File: src/rtl/alu_op_sequencer.sv
// Issue stage for the div/add/sub/mul ALU mux: handshake in, trap, drive mux, hold result.
// Optional saturating trap counter on err_count when ALU_ERRCNT_EN is defined.
module alu_op_sequencer #(
  parameter int DATA_W = 8,
  parameter int OPC_W  = 4,
  parameter int CNT_W  = 8
) (
  input  logic                clk,
  input  logic                rst_n,
  input  logic                in_valid,
  output logic                in_ready,
  input  logic [OPC_W-1:0]    in_opcode,
  input  logic [DATA_W-1:0]   in_a,
  input  logic [DATA_W-1:0]   in_b,
  output logic [DATA_W-1:0]   mux_a,
  output logic [DATA_W-1:0]   mux_b,
  output logic [1:0]          mux_sel,
  output logic                mux_enable_low,
  input  logic [2*DATA_W-1:0] mux_y,
  output logic                out_valid,
  input  logic                out_ready,
  output logic [2*DATA_W-1:0] out_result,
  output logic                out_err
`ifdef ALU_ERRCNT_EN
  ,
  output logic [CNT_W-1:0]    err_count
`endif
);

  localparam int RES_W = 2 * DATA_W;

  localparam logic [OPC_W-1:0] OpDiv = OPC_W'(1);
  localparam logic [OPC_W-1:0] OpAdd = OPC_W'(2);
  localparam logic [OPC_W-1:0] OpSub = OPC_W'(3);
  localparam logic [OPC_W-1:0] OpMul = OPC_W'(4);

  if (DATA_W < 1 || OPC_W < 3 || CNT_W < 1) begin : g_bad_param
    $error("alu_op_sequencer: bad width parameter");
  end

  typedef enum logic [1:0] {
    IDLE,
    EXEC,
    DONE
  } state_e;

  state_e             state_q, state_d;
  logic [DATA_W-1:0]  mux_a_q, mux_a_d;
  logic [DATA_W-1:0]  mux_b_q, mux_b_d;
  logic [1:0]         mux_sel_q, mux_sel_d;
  logic               en_low_q, en_low_d;
  logic               out_valid_q, out_valid_d;
  logic [RES_W-1:0]   out_result_q, out_result_d;
  logic               out_err_q, out_err_d;

  logic       op_legal;
  logic [1:0] op_sel;
  logic       div_zero;

  always_comb begin
    op_legal = 1'b1;
    op_sel   = 2'b00;
    case (in_opcode)
      OpDiv:   op_sel = 2'b00;
      OpAdd:   op_sel = 2'b01;
      OpSub:   op_sel = 2'b10;
      OpMul:   op_sel = 2'b11;
      default: op_legal = 1'b0;
    endcase
  end

  assign div_zero = (in_opcode == OpDiv) && (in_b == '0);
  assign in_ready = (state_q == IDLE) && rst_n;

  always_comb begin
    state_d      = state_q;
    mux_a_d      = mux_a_q;
    mux_b_d      = mux_b_q;
    mux_sel_d    = mux_sel_q;
    en_low_d     = 1'b1;
    out_valid_d  = out_valid_q;
    out_result_d = out_result_q;
    out_err_d    = out_err_q;
    unique case (state_q)
      IDLE: begin
        if (in_valid) begin
          if (!op_legal) begin
            out_result_d = '0;
            out_err_d    = 1'b1;
            out_valid_d  = 1'b1;
            state_d      = DONE;
          end else if (div_zero) begin
            out_result_d = '1;
            out_err_d    = 1'b1;
            out_valid_d  = 1'b1;
            state_d      = DONE;
          end else begin
            mux_a_d   = in_a;
            mux_b_d   = in_b;
            mux_sel_d = op_sel;
            en_low_d  = 1'b0;
            state_d   = EXEC;
          end
        end
      end
      EXEC: begin
        out_result_d = mux_y;
        out_err_d    = 1'b0;
        out_valid_d  = 1'b1;
        state_d      = DONE;
      end
      DONE: begin
        if (out_ready) begin
          out_valid_d = 1'b0;
          state_d     = IDLE;
        end
      end
      default: state_d = IDLE;
    endcase
  end

  always_ff @(posedge clk) begin
    if (!rst_n) begin
      state_q      <= IDLE;
      mux_a_q      <= '0;
      mux_b_q      <= '0;
      mux_sel_q    <= 2'b00;
      en_low_q     <= 1'b1;
      out_valid_q  <= 1'b0;
      out_result_q <= '0;
      out_err_q    <= 1'b0;
    end else begin
      state_q      <= state_d;
      mux_a_q      <= mux_a_d;
      mux_b_q      <= mux_b_d;
      mux_sel_q    <= mux_sel_d;
      en_low_q     <= en_low_d;
      out_valid_q  <= out_valid_d;
      out_result_q <= out_result_d;
      out_err_q    <= out_err_d;
    end
  end

  assign mux_a          = mux_a_q;
  assign mux_b          = mux_b_q;
  assign mux_sel        = mux_sel_q;
  assign mux_enable_low = en_low_q;
  assign out_valid      = out_valid_q;
  assign out_result     = out_result_q;
  assign out_err        = out_err_q;

`ifdef ALU_ERRCNT_EN
  logic [CNT_W-1:0] err_cnt_q, err_cnt_d;
  logic             trap;

  assign trap = (state_q == IDLE) && in_valid && (!op_legal || div_zero);

  // Saturate rather than wrap so a flood of bad ops stays visible.
  always_comb begin
    err_cnt_d = err_cnt_q;
    if (trap && (err_cnt_q != '1)) err_cnt_d = err_cnt_q + CNT_W'(1);
  end

  always_ff @(posedge clk) begin
    if (!rst_n) err_cnt_q <= '0;
    else        err_cnt_q <= err_cnt_d;
  end

  assign err_count = err_cnt_q;
`endif

endmodule
File: config.mk
export PLATFORM = sky130hd
export DESIGN_NAME = alu_op_sequencer
export DESIGN_NICKNAME = d
export VERILOG_FILES = /design/src/rtl/alu_op_sequencer.sv
export SDC_FILE = /design/constraint.sdc
export NUM_CORES = 1
export LEC_CHECK = 0
export CAP_MARGIN = 20
export CORE_MARGIN = 3
export CORE_UTILIZATION = 41
export DETAILED_ROUTE_END_ITERATION = 8
export PLACE_DENSITY = 0.8
export RECOVER_POWER = 100
export SYNTH_ARGS = -nofsm -noshare
export SYNTH_HDL_FRONTEND = slang
export SYNTH_SLANG_ARGS = --single-unit
File: constraint.sdc
create_clock -name clk -period 2.1 [get_ports clk]
set_input_delay 0.42 -clock clk [delete_from_list [all_inputs] [get_ports clk]]
set_output_delay 0.42 -clock clk [all_outputs]
set_load 0.05 [all_outputs]
==> impl_metrics.ini <==
[global_route]
grt_max_degree = 23
grt_overflow = 0
use_met3_pct = 4.64
grt_pass1_vias = 1451
grtUsageTotal_pct = 16.9
top_usage_layer = met2
grt_pass1_wl_mm = 6.80
met1_usage_pct = 20.9
grt_use_met2_pct = 28.9
antenna_found_initial = 0

[outcome]
outcome = finished clean

[logic_synthesis]
synth_area_mm2 = 0.00167
ys_warn_count = 0
synth_cells = 185
synth_area_leaders = dfxtp_1 47%, nand2_1 12%, mux2i_1 11%
synthDistinctLibCells = 30
syn_avg_cell_area_um2 = 9.02
synth_seq_cells = 39
yosys.area.top_type_share_pct = 46.8
synth_nets = 225
seq_area_frac_synth_pct = 46.8
synth_top_cell_by_area = dfxtp_1

[cells_and_area]
area_growth_pct = 62.6
final_common_cell = nand2_1
diodes = 0
design_area_mm2 = 0.00271
drive_above_1_share_pct = 13.5
fin_nets = 314
final_cell_mix = 53 x nand2_1, 39 x dfxtp_1, 38 x clkdlybuf4s50_1, 37 x dlygate4sd3_1, 20 x nor2_1

[clock_tree]
cts-resized-gates = 0
cts_tree = yes
cts_root_buffer = clkbuf_8
clk_pin_slew_ps = 80
numClockSinks = 39
numCtsBuffers = 5
cts_max_level = 2
hold_buffers = 0
clk_latency_ps = 290
clock_path_buffers = 2
cts_setup_buffers = 0

[sta]
skew_ps = 7.79
setup_tns_ps = 0
whs_ps = 451
fmax_mhz = 510
rsz0062_at_grt = false
finalCriticalPeriod_ps = 1960
drv_slew = 0
fin_ws_ps = 139
final_hold_viol_count = 0
relSlewSlack_pct = 64.8
post-route-period-util_pct = 93.4
worst_slew_pin_slew_ps = 526
setup_violations = 0

[worst_hold_path]
hold_depth = 2
holdPathEnd = mux_a[7]
hold_class = flip-flop to flip-flop
hp-start = mux_a[7]

[floorplanning]
dieArea_mm2 = 0.00487
start_util_pct = 43.9
io_pins = 78
core-area_mm2 = 0.00380
die_w_um = 69.8
die_h_um = 69.8
row_count = 22

[run]
drv_cap = 0

[pwr]
power_mw = 1.85
leakage_nw = 1.14
p_per_area_mw_per_mm2 = 681
vdd_drop_max_uv = 536

[placed_design]
numPortBuffers = 77
dp_hpwl_mm = 3.09
post-place-ws_ps = -240
dpl_cell_area_mm2 = 0.00258
place.gp.congestion = 0.781

[setup_path]
r2r-end = mux_a[5]
ff2ff_path_depth = 4
crit_type = input pin to flip-flop
worst-path-max-fanout = 6
arrival_ps = 2180
end_kind = flip-flop
cp.required_ps = 2320
reg2reg_slack_ps = 640
cp-start-kind = input pin
r2r_start = state_q[1]

[routing]
wl_per_cell_um = 12.6
via_per_inst = 4.77
vias = 1540
ant_nets = 0
drc = 0
drt-initial-drc-count = 81
routed_wl_mm = 4.08
firstDrtPassIters = 4
==> metal layers <==
metal	wire [um]	vias to the layer above	share of wire (%)
met2	2030	38	50
met4	34	0	0.83
li1	-	800	-
met1	1840	696	45
met3	187	6	4.6
met5	0	-	0
==> per-stage QoR <==
stage | utilization, % | std cells
2_1_floorplan | - | 185
3_3_place_gp | 68.1 | 315
3_5_place_dp | 68.1 | 315
4_1_cts | 71.5 | 323
5_1_grt | 71.4 | 323
6_report | 71.4 | 323
==> layout make-up <==
| cell class | instances | area (um2) |
|---|---|---|
| clock inverter | 2 | 60.1 |
| fill | 329 | 1090 |
| timing repair buffer | 91 | 913 |
| multi-input combinational | 135 | 817 |
| inverter | 2 | 7.51 |
| clock buffer | 6 | 72.6 |
| tap | 48 | 60.1 |
| sequential | 39 | 781 |
==> report_power, final <==
part           switching, mW  leakage [nW]  internal [mW]  total [mW]
sequential            0.0142         0.316          0.765       0.779
combinational          0.183         0.757          0.154       0.337
clock                  0.256        0.0654          0.475       0.731
==> how the worst max path moves through the flow <==
stage	cells past startpoint	slack, ps	end	startpoint
after global placement	6	-200	mux_a[5]	in_opcode[2]
after global routing	6	50	out_err	in_opcode[0]
after floorplan	5	310	out_result[0]	in_b[1]
final	6	140	mux_a[5]	in_opcode[0]
after CTS	6	40	mux_a[0]	in_opcode[2]
after detailed placement	6	-240	mux_a[0]	in_opcode[2]
==> flip-flops by register name, summed over array words and instances (netlist names) <==
| signal | cells |
|---|---|
| out_result | 16 |
| mux_a | 8 |
| mux_b | 8 |
| mux_sel | 2 |
| state_q | 2 |
| mux_enable_low | 1 |
| out_err | 1 |
| out_valid | 1 |
==> cells in the mapped netlist <==
cell type and instances:
o21ai_1 1, nand2_1 53, or4b_4 1, nor4b_1 1, or4_1 1, buf_12 1
mux2i_1 18, clkbuf_1 4, nor2_1 20, a22o_1 1, nor4_4 1, nand3b_1 1
buf_6 2, or4_4 2, or3b_1 1, nor3_1 3, o311a_1 1, nand2b_1 4
xnor2_1 1, nor4_2 1, a211o_1 2, nor3b_1 1, o21a_1 1, nor3_4 1
inv_1 2, dfxtp_1 39, o21ai_0 8, o21ai_2 10, and2_1 1, buf_2 2
==> kinds of logic (layout without fill, tap and decap cells) <==
logic type | Yosys count | count (layout) | synth area share [%]
compound gates | 24 | 24 | 10.6
xor+xnor | 1 | 1 | 0.525
buf+inv | 11 | 101 | 4.50
flops | 39 | 39 | 46.8
mux | 18 | 18 | 10.8
simple gates | 92 | 92 | 26.8
==> worst max-delay path, cell delays in order <==
cell,delay (ps)
clkdlybuf4s50_1,480
o21ai_0,200
or3b_1,420
nor4_4,230
buf_4,230
mux2i_1,190
No activity file was read; power rests on OpenSTA's default activity.
==> edit (same settings) <==
Take the reset off `out_result_q` and load it in a clocked block of its own.
--- a/src/rtl/alu_op_sequencer.sv
+++ b/src/rtl/alu_op_sequencer.sv
@@ -127,7 +127,6 @@
       mux_sel_q    <= 2'b00;
       en_low_q     <= 1'b1;
       out_valid_q  <= 1'b0;
-      out_result_q <= '0;
       out_err_q    <= 1'b0;
     end else begin
       state_q      <= state_d;
@@ -136,9 +135,12 @@
       mux_sel_q    <= mux_sel_d;
       en_low_q     <= en_low_d;
       out_valid_q  <= out_valid_d;
-      out_result_q <= out_result_d;
       out_err_q    <= out_err_d;
     end
+  end
+
+  always_ff @(posedge clk) begin
+    out_result_q <= out_result_d;
   end
 
   assign mux_a          = mux_a_q;
Function: changed (a bounded check fails within 4 cycles, from zero or initial values and one cycle with rst_n low).
==> edit against the original RTL <==
- wire length is 13% lower
- global-route usage is 1.2 points lower
- via count shrank 11%
- cell area is 4.6% lower
- maximum frequency down 2.4%
- worst setup slack got worse by 0.048 ns
- total power decreased by 5.1%
- first-iteration DRC count rose by 19%
- critical path depth unchanged
- synthesized area is 1.4% lower
- count of clock-buffer cells in the layout rose by 1
- sequential cell count unchanged
- non-clock buffer count down 3
- critical path type unchanged
- largest cell class is now sequential cells
- largest power group unchanged
==> edit: results (changes against the original RTL) <==
* # nets final at 275 (-12%)
* Synth area leaders: edfxtp_1 29%, dfxtp_1 28%, mux2i_1 11%, nand2_1 8.0%, a21o_1 7.8%
* Pre-CTS WS at -0.1984 ns (+0.04204 ns)
* Area post-placement at 2531 um^2 (-2.1%)
* Most frequent cells after synthesis: 35 x nand2_1, 23 x dfxtp_1, 18 x mux2i_1
* Per-cell routed wire length at 12.57 um (-0.61%)
* Max reg flops at 16 (unchanged)
* TritonCTS buffer count at 5 (unchanged)
* Number of global-route vias before repair at 1,387 (-4.4%)
* DP HPWL at 2730 um (-12%)
* Status: finished clean
* Post-route ant nets at 0 (unchanged)
* Worst slew pin tran at 0.5255 ns (-0.0001659 ns)
* Syn_nets at 189 (-16%)
* Layout cells sized above 1 at 7.203% (-6.3 points)
* Drt first-iter violations at 96 (+19%)
* Syn Area/Cell at 11.03 um^2 (+22%)
* Arrival @ worst endpoint at 2.02 ns (-0.16 ns)
* Critical-path maximum fanout at 16 (+10)
* Leakage power at 1.147 nW (+0.69%)
* Clock skew at 0.002040 ns (-0.005754 ns)
* EDFF count, synth at 16 (+16)
* Drt total wl at 3569 um (-13%)
* GP Congestion at 0.7608 (-2.6%)
* Maximum VDD drop at 0.3518 mV (-34%)
* Vias/cell at 4.827 (+1.3%)
* Maximum root-to-sink buffer count at 2 (unchanged)
* Distinct cells, synth at 27 (-10%)
* First-pass GRT wire length at 6196 um (-8.8%)
* Largest net degree at the start of global routing at 40 (+74%)
* Post-synthesis sequential area ratio at 57.23% (+10 points)
[edit: changes by cell type in the layout (fill, tap and decap cells not counted), moves of 9 or more]
| cell | delta |
|---|---|
| nor2_1 | -16 |
| dfxtp_1 | -16 |
| a21o_1 | +17 |
| edfxtp_1 | +16 |
| nand2_1 | -18 |
| o21ai_2 | -9 |
[edit: power breakdown]
| part | leakage [nW] | switching [W] | internal, W | total, W |
|---|---|---|---|---|
| combinational | 0.761 | 0.000252 | 0.000172 | 0.000424 |
| clock | 0.0422 | 0.000238 | 0.000233 | 0.000471 |
| sequential | 0.344 | 0.0000158 | 0.000842 | 0.000858 |
[edit: final timing paths]
check	startpoint	to	slack (ns)	cells past startpoint
setup / recovery	in_opcode[2]	out_result[6]$_DFFE_PP_	0.09	6
hold reg to reg	out_err$_SDFFE_PN0P_	out_err$_SDFFE_PN0P_	0.44	2
hold / removal	out_err$_SDFFE_PN0P_	out_err$_SDFFE_PN0P_	0.44	2
setup reg to reg	state_q[0]$_SDFFE_PN0P_	out_result[10]$_DFFE_PP_	0.64	4
[edit: logic make-up (layout without fill, tap and decap cells)]
group,after synthesis,in the layout,synth area share (%)
compound gates,26,26,11.34
xor+xnor,1,1,0.5328
buf+inv,12,99,4.414
flops,39,39,57.23
mux,18,18,10.96
simple gates,53,53,15.53
[edit: cell type report]
type / count / area [um^2]
fillers: 319 / 1185
flip-flops and latches: 39 / 940.9
repair buffers: 88 / 862.1
multi-input cells: 98 / 630.6
clock buffers: 7 / 76.32
well taps: 48 / 60.06
inverters: 3 / 11.26
clock inverters: 1 / 5.005
[edit: layer usage]
layer  up-vias  share of wire (%)  track usage [%]
li1        685                  -                -
met3         7                9.6            6.087
met4         0                1.4            5.857
met1       615                 44            19.01
met5         -                  0                0
met2        64                 45            25.42
